## src/rtl/uart_rx_clic.sv

```systemverilog
// rtl/uart_rx_clic.sv - 8N1 UART receiver with holding register, sticky error flags and CLIC irq pulse
module uart_rx_clic #(
  parameter int ClkFreq  = 20_000_000,
  parameter int BaudRate = 115_200
) (
  input  logic       clk,
  input  logic       reset,
  input  logic       rx,
  input  logic       rd_ack,
  input  logic       clr_err,
  output logic [7:0] rx_data,
  output logic       rx_valid,
  output logic       rx_irq,
  output logic       overrun,
  output logic       frame_err
);

  localparam int ClksPerBit = ClkFreq / BaudRate;
  localparam int HalfBit    = ClksPerBit / 2;
  localparam int CntW       = $clog2(ClksPerBit);
  localparam logic [CntW-1:0] CntFull = CntW'(ClksPerBit - 1);
  localparam logic [CntW-1:0] CntHalf = CntW'(HalfBit - 1);

  typedef enum logic [1:0] {IDLE, START, DATA, STOP} state_e;

  state_e          state_q, state_d;
  logic [CntW-1:0] cnt_q, cnt_d;
  logic [2:0]      idx_q, idx_d;
  logic [7:0]      sh_q, sh_d;
  logic [7:0]      data_q, data_d;
  logic            valid_q, valid_d;
  logic            irq_q, irq_d;
  logic            ovr_q, ovr_d;
  logic            ferr_q, ferr_d;
  logic            rx_meta_q, rx_s_q;

  always_ff @(posedge clk) begin
    if (!reset) begin
      rx_meta_q <= 1'b1;
      rx_s_q    <= 1'b1;
      state_q   <= IDLE;
      cnt_q     <= '0;
      idx_q     <= '0;
      sh_q      <= '0;
      data_q    <= '0;
      valid_q   <= 1'b0;
      irq_q     <= 1'b0;
      ovr_q     <= 1'b0;
      ferr_q    <= 1'b0;
    end else begin
      rx_meta_q <= rx;
      rx_s_q    <= rx_meta_q;
      state_q   <= state_d;
      cnt_q     <= cnt_d;
      idx_q     <= idx_d;
      sh_q      <= sh_d;
      data_q    <= data_d;
      valid_q   <= valid_d;
      irq_q     <= irq_d;
      ovr_q     <= ovr_d;
      ferr_q    <= ferr_d;
    end
  end

  always_comb begin
    state_d = state_q;
    cnt_d   = cnt_q;
    idx_d   = idx_q;
    sh_d    = sh_q;
    data_d  = data_q;
    valid_d = valid_q & ~rd_ack;
    irq_d   = 1'b0;
    ovr_d   = ovr_q & ~clr_err;
    ferr_d  = ferr_q & ~clr_err;
    unique case (state_q)
      IDLE: begin
        cnt_d = '0;
        // The cycle that sees the falling edge is the first half-bit clock.
        if (!rx_s_q) begin
          state_d = START;
          cnt_d   = CntW'(1);
        end
      end
      START: begin
        if (cnt_q == CntHalf) begin
          cnt_d = '0;
          if (rx_s_q) begin
            state_d = IDLE;
          end else begin
            state_d = DATA;
            idx_d   = '0;
          end
        end else begin
          cnt_d = cnt_q + CntW'(1);
        end
      end
      DATA: begin
        if (cnt_q == CntFull) begin
          cnt_d = '0;
          sh_d  = {rx_s_q, sh_q[7:1]};
          if (idx_q == 3'd7) state_d = STOP;
          else               idx_d   = idx_q + 3'd1;
        end else begin
          cnt_d = cnt_q + CntW'(1);
        end
      end
      STOP: begin
        if (cnt_q == CntFull) begin
          cnt_d   = '0;
          state_d = IDLE;
          if (rx_s_q) begin
            data_d  = sh_q;
            valid_d = 1'b1;
            irq_d   = 1'b1;
            if (valid_q && !rd_ack) ovr_d = 1'b1;
          end else begin
            ferr_d = 1'b1;
          end
        end else begin
          cnt_d = cnt_q + CntW'(1);
        end
      end
      default: state_d = IDLE;
    endcase
  end

  assign rx_data   = data_q;
  assign rx_valid  = valid_q;
  assign rx_irq    = irq_q;
  assign overrun   = ovr_q;
  assign frame_err = ferr_q;

endmodule

```

## config.mk

```make
export PLATFORM = sky130hd
export DESIGN_NAME = uart_rx_clic
export DESIGN_NICKNAME = d
export VERILOG_FILES = /design/src/rtl/uart_rx_clic.sv
export SDC_FILE = /design/constraint.sdc
export NUM_CORES = 1
export LEC_CHECK = 0
export ABC_AREA = 1
export BUFFER_PORTS_ARGS = -buffer_cell sky130_fd_sc_hd__buf_2
export CORE_MARGIN = 10
export CORE_UTILIZATION = 33
export DETAILED_ROUTE_END_ITERATION = 8
export GPL_TIMING_DRIVEN = 0
export HOLD_SLACK_MARGIN = 0.1
export PLACE_DENSITY = 0.55
export SETUP_SLACK_MARGIN = 0.5
export SKIP_CTS_REPAIR_TIMING = 1
export SYNTH_ARGS = -nofsm -noshare
export SYNTH_HDL_FRONTEND = slang
export SYNTH_SLANG_ARGS = --single-unit
```

## constraint.sdc

```tcl
create_clock -name clk -period 1.8 [get_ports clk]
set_clock_uncertainty 0.2 [all_clocks]
set_input_delay 0.45 -clock clk [delete_from_list [all_inputs] [get_ports clk]]
set_output_delay 0.45 -clock clk [all_outputs]
set_load 0.05 [all_outputs]
```

==> run summary, run 1 <==
antenna cells -> 0
DRT iter0 DRCs -> 76
post-route ant nets -> 0
reg2reg end -> rx_data[7]$_SDFFE_PN0P_
top_reg_cell synth -> dfxtp_1
WL final -> 3030 µm
area of the mapped netlist -> 1500 µm²
# clock sinks -> 35
dominant cells by area after synthesis -> dfxtp_1, nand2_1, a21oi_1
Final #Nets -> 226
vias -> 1263
area of the multi-input gates -> 798 µm²
Die ar. -> 7640 µm²
P&R area growth vs syn -> 32.4%
register area -> 719 µm²
most frequent cell after synthesis -> nand2_1
HPWL Detailed -> 2140 µm
overall global routing resource usage -> 8.34%
Max Slew Vio Count -> 0
endpoint class of the critical path -> register
Die W -> 87.4 µm
Setup Viol. Count Final -> 0
CTS buffer count -> 5
RSZ-0062 raised after global routing -> true
Chip Height -> 87.4 µm
Worst Tran Pin Value -> 0.529 ns
# fillers -> 441
reg2reg setup slack -> 0.10 ns
post-synth top area cell -> dfxtp_1
flops & latches, synth -> 35
design area -> 1990 µm²
CP Buf/Inv Count -> 2
CP startpoint -> cnt_q[0]$_SDFF_PN0_
dpl cells -> 259
PortBufs -> 16
first-pass GRT wire length -> 5200 µm
GR Overflow Total -> 0
Max Fclk -> 0.588 GHz
Initial Util -> 34.2%
wire length per cell -> 11.3 µm
worst hold endpoint -> rx_meta_q$_SDFF_PN1_
Hold Violations, Final -> 0
delay-heaviest family, CP -> simple AND/OR/NAND/NOR gates
number of vias per cell -> 4.70
H-tree lvl count -> 2
total core area -> 4380 µm²
initial antenna violation count -> 0
Largest stage delay, worst path -> 0.36 ns
Post-Synthesis Cells -> 191
HP Class -> primary input to register
WS Path Type -> register to register
row count -> 24
vias in the first global route -> 1156
layout cell share with drive strength beyond 1 -> 35.9%
Final Critical Period -> 1.70 ns
Skew-Pair Late Insertion Delay -> 0.28 ns
crit path DAT -> 1.71 ns
non-filler cells, final -> 269
largest net degree at the start of global routing -> 12
I/O pin cnt -> 17
CP most frequent cell -> nand2_4
Clock Tree Root -> clkbuf_8
hold_ws -> 0.159 ns
FFs w/ async S/R, synth -> 0%
placer congestion estimate -> 0.842
Post-synth EDFFs -> 0
worst r2r path cells -> 9
critical-path maximum fanout -> 5
syn nets -> 201
top-area cell type share of the netlist area -> 46.7%
Mean Syn Cell Area -> 7.85 µm²
slew margin rel. -> 64.7%
Max-cap violations -> 0
HP Start -> rx
Post-route DRC -> 0
drt first pass iters -> 4
DP Area -> 1660 µm²
Cell Chain, Critical Path -> inv_4 -> ha_4 -> nand2_4 -> nor2_4 -> nand2_4 -> nor3_4 -> buf_6 -> nand2_1 -> a21oi_2
sequential fraction of the synthesis area -> 46.7%
slowest CP cell -> dfxtp_4
top cells by count, synth -> nand2_1, dfxtp_1, a21oi_1
Hold Crit Depth -> 2
Clock Pin Slew Worst Setup and Hold Paths -> 0.07 ns
PwrDens -> 738 nW/µm²
VDD IR max -> 0.283 mV
CTS tree -> built
Final WS setup -> 0.100 ns
Final Cycle Share -> 94.4%
Leak -> 0.765 nW
YS warnings -> 0
Unique masters post-synth -> 27
RR Startpoint -> cnt_q[0]$_SDFF_PN0_
clk buf depth -> 2
run status -> completed
crit start category -> register
DP Worst Slack -> -0.00426 ns
Worst EP required -> 1.81 ns
## worst max path at each step
stage,endpoint,cells past startpoint
6_report,rx_data[7]$_SDFFE_PN0P_,9
5_1_grt,rx_data[3]$_SDFFE_PN0P_,9
4_1_cts,rx_data[5]$_SDFFE_PN0P_,9
3_5_place_dp,rx_data[0]$_SDFFE_PN0P_,9
3_3_place_gp,rx_data[6]$_SDFFE_PN0P_,9
2_1_floorplan,rx_data[0]$_SDFFE_PN0P_,9
## report_power, final
| part | leakage [nW] | switching (mW) | internal (mW) |
|---|---|---|---|
| clock network | 0.0412 | 0.274 | 0.270 |
| registers | 0.290 | 0.0158 | 0.785 |
| logic | 0.434 | 0.0780 | 0.0437 |
| total | 0.765 | 0.368 | 1.10 |
## cell usage in the layout, fill, tap and decap left out, types with 2 or more instances in the layout
cell type and n:
a21oi_1 21, a21oi_2 4, buf_2 4, buf_6 5, buf_8 10, clkbuf_1 3
clkbuf_8 5, dfxtp_1 22, dfxtp_2 12, ha_1 4, inv_1 13, inv_2 5
inv_4 2, nand2_1 44, nand2_2 4, nand2_4 4, nand3_1 15, nand3b_1 3
nor2_1 7, nor2_2 4, nor2_4 4, nor3_2 2, o21ai_2 3, or2_2 2
xnor2_1 2
## stage by stage
step                utilization, %  power [mW]  setup TNS, ns
finish                        45.3        1.47              0
global route                  45.3        1.54              0
global placement              37.8       0.917              0
CTS                           39.8        1.47        -0.0570
detailed placement            37.8       0.917       -0.00479
floorplan                        -       0.892              0
## cell families after synthesis
group / after synthesis / share of synthesized area, %
and+or+nand+nor: 95 / 30.5
DFF: 35 / 46.7
AOI/OAI and AO/OA: 29 / 10.4
buffers and inverters: 24 / 6.42
adders and majority gates: 5 / 4.17
xor gates and xnor gates: 3 / 1.75
## layout make-up
| class | instances | share of cell area [%] |
|---|---|---|
| Clock inverter | 2 | 0.630 |
| Tap cell | 52 | 3.27 |
| Clock buffer | 6 | 3.65 |
| Timing Repair Buffer | 18 | 10.8 |
| Sequential cell | 35 | 36.2 |
| Multi-Input combinational cell | 132 | 40.2 |
| Buffer | 4 | 1.20 |
| Inverter | 20 | 4.03 |
## flip-flops by register name, indices dropped and copies added, names as in the netlist, named ones only
register and count:
cnt_q 8, idx_q 3, rx_irq 1, sh_q 8
rx_meta_q 1, rx_valid 1, rx_s_q 1, state_q 1
overrun 1, frame_err 1, rx_data 8
## routing by layer
| metal | wire length (µm) | part of all wire (%) | track usage, % | up-vias |
|---|---|---|---|---|
| met2 | 1330 | 44 | 12.4 | 21 |
| li1 | - | - | - | 668 |
| met1 | 1510 | 50 | 10.3 | 570 |
| met4 | 51 | 1.7 | 3.91 | 0 |
| met5 | 0 | 0 | 0 | - |
| met3 | 142 | 4.7 | 3.18 | 4 |
Power figures use the tool's default switching activity.
==> inputs of run 2 (changes only) <==
Settings changed: SETUP_SLACK_MARGIN 0.5 to 0.05.
==> run summary, run 2 (synthesis results as in run 1) <==
DP Worst Slack -> -0.0527 ns (-0.0485 ns)
Final Critical Period -> 1.75 ns (+0.0468 ns)
CTS tree -> built
P&R area growth vs syn -> 25.5%
Skew-Pair Late Insertion Delay -> 0.28 ns (about the same)
Die W -> 87.4 µm (unchanged)
Largest stage delay, worst path -> 0.36 ns (about the same)
drt first pass iters -> 4 (unchanged)
row count -> 24 (unchanged)
layout cell share with drive strength beyond 1 -> 29.2% (-6.7 points)
Max Fclk -> 0.573 GHz (-2.7%)
dpl cells -> 259 (unchanged)
total core area -> 4380 µm² (unchanged)
post-route ant nets -> 0 (unchanged)
antenna cells -> 0 (unchanged)
placer congestion estimate -> 0.751 (-11%)
clk buf depth -> 2 (unchanged)
Max Slew Vio Count -> 0 (unchanged)
crit start category -> register
Worst EP required -> 1.75 ns (-0.06 ns)
Initial Util -> 34.2% (unchanged)
Worst Tran Pin Value -> 0.515 ns (-0.0137 ns)
wire length per cell -> 11.7 µm (+4.1%)
Met1 Wirelength -> 1540 µm (+2.3%)
CTS buffer count -> 5 (unchanged)
share of the core filled with cells -> 43.0% (-2.4 points)
first-pass GRT wire length -> 5190 µm (-0.27%)
Hold Violations, Final -> 0 (unchanged)
Leak -> 0.758 nW (-0.95%)
I/O pin cnt -> 17 (unchanged)
HPWL Detailed -> 2170 µm (+1.5%)
Chip Height -> 87.4 µm (unchanged)
endpoint class of the critical path -> register
Clock Tree Root -> clkbuf_8
DR WL met2 -> 1410 µm (+6.5%)
Die ar. -> 7640 µm² (unchanged)
vias -> 1261 (-0.16%)
WS Path Type -> register to register
WL final -> 3180 µm (+4.8%)
total power -> 1.60 mW (+9.0%)
design area -> 1880 µm² (-5.2%)
Final #Nets -> 229 (+1.3%)
non-filler cells, final -> 271 (+0.74%)
uppermost layer routed -> met4
vias in the first global route -> 1162 (+0.52%)
GR Overflow Total -> 0 (unchanged)
DRT iter0 DRCs -> 64 (-16%)
WL met3 -> 185 µm (+30%)
area of the multi-input gates -> 757 µm² (-5.2%)
DP Area -> 1650 µm² (-0.75%)
critical-path maximum fanout -> 10 (+5)
most common cell after layout, fill and taps aside -> nand2_1
largest net degree at the start of global routing -> 11 (-1)
Post-route DRC -> 0 (unchanged)
crit path DAT -> 1.70 ns (about the same)
Final WS setup -> 0.0536 ns (-0.0468 ns)
H-tree lvl count -> 2 (unchanged)
Final Cycle Share -> 97.0% (+2.6 points)
PwrDens -> 848 nW/µm² (+15%)
Setup Viol. Count Final -> 0 (unchanged)
Max-cap violations -> 0 (unchanged)
Clock Pin Slew Worst Setup and Hold Paths -> 0.07 ns (about the same)
overall global routing resource usage -> 8.31% (-0.029 points)
CP Buf/Inv Count -> 3 (+1)
run status -> completed
register area -> 706 µm² (-1.9%)
most frequent cells in the layout -> nand2_1, dfxtp_1, a21oi_1
PortBufs -> 16 (unchanged)
slew margin rel. -> 65.6% (+0.91 points)
# fillers -> 455 (+3.2%)
initial antenna violation count -> 0 (unchanged)
RSZ-0062 raised after global routing -> true
Cell Chain, Critical Path -> inv_4 -> ha_4 -> nand2_2 -> nor2_4 -> nand2_4 -> nor3_4 -> buf_12 -> inv_8 -> nand2_1 -> a21oi_1
slowest CP cell -> dfxtp_4
VDD IR max -> 0.466 mV (+65%)
number of vias per cell -> 4.65 (-0.90%)
HP Class -> primary input to register
# clock sinks -> 35 (unchanged)
delay-heaviest family, CP -> simple AND/OR/NAND/NOR gates
-- run 2: changes by cell type in the layout (fill, tap and decap cells not counted), moves of 2 or more --
cell,change
nand2_4,-2
buf_6,-5
nor2_1,+3
buf_4,+4
buf_8,-10
nor3_2,-2
nand2_2,+3
dfxtp_2,-11
nor2_2,-2
dfxtp_1,+11
nor3_1,+2
buf_2,+12
-- run 2: area by class of cell --
type,count,share of cell area (%)
multi-input combinational,132,40.2
sequential,35,37.5
timing repair buffer,21,7.84
inverter,20,4.52
clock buffer,6,3.85
tap,52,3.46
clock inverter,1,1.59
buffer,4,1.06
-- run 2: metrics by stage --
stage	setup TNS, ns	hold WS (ns)
finish	0	0.160
global route	-0.346	0.155
CTS	-0.357	0.155
detailed placement	-0.376	0.197
global placement	-0.164	0.196
floorplan	0	0.193
-- run 2: power breakdown --
group / switching [mW] / internal, mW
logic: 0.0772 / 0.0486
clock network: 0.268 / 0.406
registers: 0.0129 / 0.785
total: 0.358 / 1.24
-- run 2: final timing paths --
path,cells past startpoint,from,slack [ns],end
setup / recovery,10,cnt_q[0]$_SDFF_PN0_,0.05,rx_data[3]$_SDFFE_PN0P_
hold / removal,2,rx,0.16,rx_meta_q$_SDFF_PN1_
setup reg to reg,10,cnt_q[0]$_SDFF_PN0_,0.05,rx_data[3]$_SDFFE_PN0P_
hold reg to reg,1,rx_meta_q$_SDFF_PN1_,0.21,rx_s_q$_SDFF_PN1_
-- run 2: worst reg2reg max path, delay by kind of cell, from the launching register on --
family                     cells  cell delay (ns)
buffers and inverters          3             0.28
AOI/OAI and AO/OA              1             0.05
adders and majority gates      1             0.13
and+or+nand+nor                5             0.59
DFF                            1             0.36
-- run 2: routing by layer --
layer | GRT usage (%) | vias to the layer above
met5 | 0 | -
met4 | 3.04 | 0
met3 | 3.75 | 6
met2 | 12.0 | 20
met1 | 10.6 | 564
li1 | - | 671
==> inputs of run 3 (changes only) <==
Settings changed: ABC_AREA 1 to unset, PLACE_DENSITY 0.55 to 0.57.
Clock period 1.8 ns to 1.5 ns, I/O delays scaled along.
==> run summary, run 3 <==
WS Path Type -> register to register
layout cell share with drive strength beyond 1 -> 32.3% (+3.0 points)
Final WS setup -> -0.229 ns (-0.283 ns)
CTS tree -> built
initial antenna violation count -> 0 (unchanged)
Clock Pin Slew Worst Setup and Hold Paths -> 0.07 ns (about the same)
Die W -> 88.3 µm (+0.96%)
HP Class -> primary input to register
YS warnings -> 0 (unchanged)
Clock Tree Root -> clkbuf_8
critical-path maximum fanout -> 6 (-4)
reg2reg setup slack -> -0.23 ns (-0.28 ns)
syn nets -> 161 (-20%)
WL final -> 3230 µm (+1.6%)
RR Startpoint -> cnt_q[0]$_SDFF_PN0_
row count -> 24 (unchanged)
FFs w/ async S/R, synth -> 0% (unchanged)
# clock sinks -> 35 (unchanged)
most frequent cells in the layout -> dfxtp_1, nor2_1, mux2i_1
Hold Violations, Final -> 0 (unchanged)
P&R area growth vs syn -> 31.5%
total power -> 1.98 mW (+24%)
Worst EP required -> 1.46 ns (-0.29 ns)
Max Fclk -> 0.578 GHz (+0.98%)
worst r2r path cells -> 7 (-3)
VDD IR max -> 0.473 mV (+1.4%)
drt first pass iters -> 4 (unchanged)
overall global routing resource usage -> 8.53% (+0.22 points)
Max Slew Vio Count -> 0 (unchanged)
PwrDens -> 980 nW/µm² (+16%)
dominant cells by area after synthesis -> dfxtp_1, mux2i_1, nor2_1
largest net degree at the start of global routing -> 12 (+1)
DP Worst Slack -> -0.233 ns (-0.180 ns)
Mean Syn Cell Area -> 10.2 µm² (+30%)
Setup Viol. Count Final -> 32 (+32)
# fillers -> 427 (-6.2%)
Chip Height -> 88.3 µm (+0.96%)
Die ar. -> 7790 µm² (+1.9%)
Leak -> 0.761 nW (+0.39%)
I/O pin cnt -> 17 (unchanged)
GR Overflow Total -> 0 (unchanged)
slew margin rel. -> 69.0% (+3.4 points)
Initial Util -> 34.6% (+0.38 points)
top_reg_cell synth -> dfxtp_1
clk buf depth -> 2 (unchanged)
Max-cap violations -> 0 (unchanged)
endpoint class of the critical path -> register
Worst Tran Pin Value -> 0.465 ns (-0.0506 ns)
most frequent cell after synthesis -> dfxtp_1
HP Start -> reset
most common cell after layout, fill and taps aside -> dfxtp_1
crit path DAT -> 1.69 ns (about the same)
CTS buffer count -> 5 (unchanged)
first-pass GRT wire length -> 5110 µm (-1.5%)
post-synth top area cell -> dfxtp_1
HPWL Detailed -> 2170 µm (-0.27%)
DRT iter0 DRCs -> 42 (-34%)
Hold Crit Depth -> 2 (unchanged)
worst hold endpoint -> rx_s_q$_SDFF_PN1_
total core area -> 4440 µm² (+1.4%)
run status -> finished with violations
Post-Synthesis Cells -> 151 (-21%)
share of the core filled with cells -> 45.5% (+2.5 points)
PortBufs -> 16 (unchanged)
setup TNS -> -4.91 ns (-4.91 ns)
Final #Nets -> 195 (-15%)
Final Critical Period -> 1.73 ns (-0.0170 ns)
crit start category -> register
top-area cell type share of the netlist area -> 45.6% (-1.1 points)
RSZ-0062 raised after global routing -> true
Unique masters post-synth -> 37 (+37%)
placer congestion estimate -> 0.803 (+7.0%)
sequential fraction of the synthesis area -> 45.6% (-1.1 points)
number of vias per cell -> 4.73 (+1.6%)
flops & latches, synth -> 35 (unchanged)
Post-route DRC -> 0 (unchanged)
Post-synth EDFFs -> 0 (unchanged)
post-route ant nets -> 0 (unchanged)
reg2reg end -> rx_data[5]$_SDFFE_PN0P_
wire length per cell -> 13.6 µm (+16%)
violated checks -> negative setup slack
Final Cycle Share -> 115% (+18 points)
vias -> 1125 (-11%)
area of the mapped netlist -> 1540 µm² (+2.5%)
Skew-Pair Late Insertion Delay -> 0.28 ns (about the same)
H-tree lvl count -> 2 (unchanged)
top cells by count, synth -> dfxtp_1, nor2_1, mux2i_1
vias in the first global route -> 1104 (-5.0%)
antenna cells -> 0 (unchanged)
==> run 3: worst max-delay path by stage <==
stage	start	end	slack, ns	cells after the start
after floorplan	cnt_q[0]$_SDFF_PN0_	rx_data[0]$_SDFFE_PN0P_	-0.09	7
after global placement	cnt_q[0]$_SDFF_PN0_	state_q[0]$_SDFFE_PN0P_	-0.20	6
after detailed placement	cnt_q[0]$_SDFF_PN0_	rx_data[6]$_SDFFE_PN0P_	-0.23	7
after CTS	cnt_q[0]$_SDFF_PN0_	rx_data[6]$_SDFFE_PN0P_	-0.25	7
after global routing	cnt_q[0]$_SDFF_PN0_	cnt_q[0]$_SDFF_PN0_	-0.33	6
final	cnt_q[0]$_SDFF_PN0_	rx_data[5]$_SDFFE_PN0P_	-0.23	7
==> run 3: cells by family after synthesis <==
logic type,share of synthesized area (%)
AO/OA/AOI/OAI,6.92
XOR/XNOR,3.42
adder cells (fa/ha/maj),4.07
buffers and inverters,5.45
flip-flops,45.6
multiplexers,12.4
AND/OR/NAND/NOR,22.2
==> run 3: per-layer routing <==
metal / up-vias / GRT usage, % / share of wire [%]
li1: 578 / - / -
met1: 525 / 9.46 / 42
met2: 18 / 13.9 / 51
met3: 4 / 3.95 / 5.4
met4: 0 / 3.52 / 1.4
met5: - / 0 / 0
==> run 3: through the flow <==
step                      std cells  hold WS, ns  instance area (µm²)
final                           238        0.129                 2020
after global routing            238        0.115                 2020
after CTS                       227       0.0651                 1820
after detailed placement        219        0.203                 1690
after global placement          219        0.192                 1690
after floorplan                 151        0.186                 1540
==> run 3: power breakdown <==
group          total, mW  switching (mW)  internal [mW]
logic             0.0553          0.0331         0.0222
clock network      0.992           0.328          0.664
registers          0.935         0.00468          0.930
total               1.98           0.365           1.62
==> run 3: critical path: stages, from the launching register on <==
cell and delay [ns]:
dfxtp_4 0.37, inv_2 0.06, ha_4 0.11, and4_4 0.26
and3_4 0.23, clkbuf_16 0.15, mux2i_1 0.18, nor2_1 0.05
==> run 3: final cells by class <==
type	count	area, µm²	share of cell area (%)
plain buffers	7	61.3	3.03
clock buffers	6	72.6	3.59
clock inverters	2	60.1	2.97
inverters	6	22.5	1.11
multi-input cells	103	797	39.4
flip-flops and latches	35	716	35.4
well taps	52	65.1	3.22
repair buffers	27	228	11.3
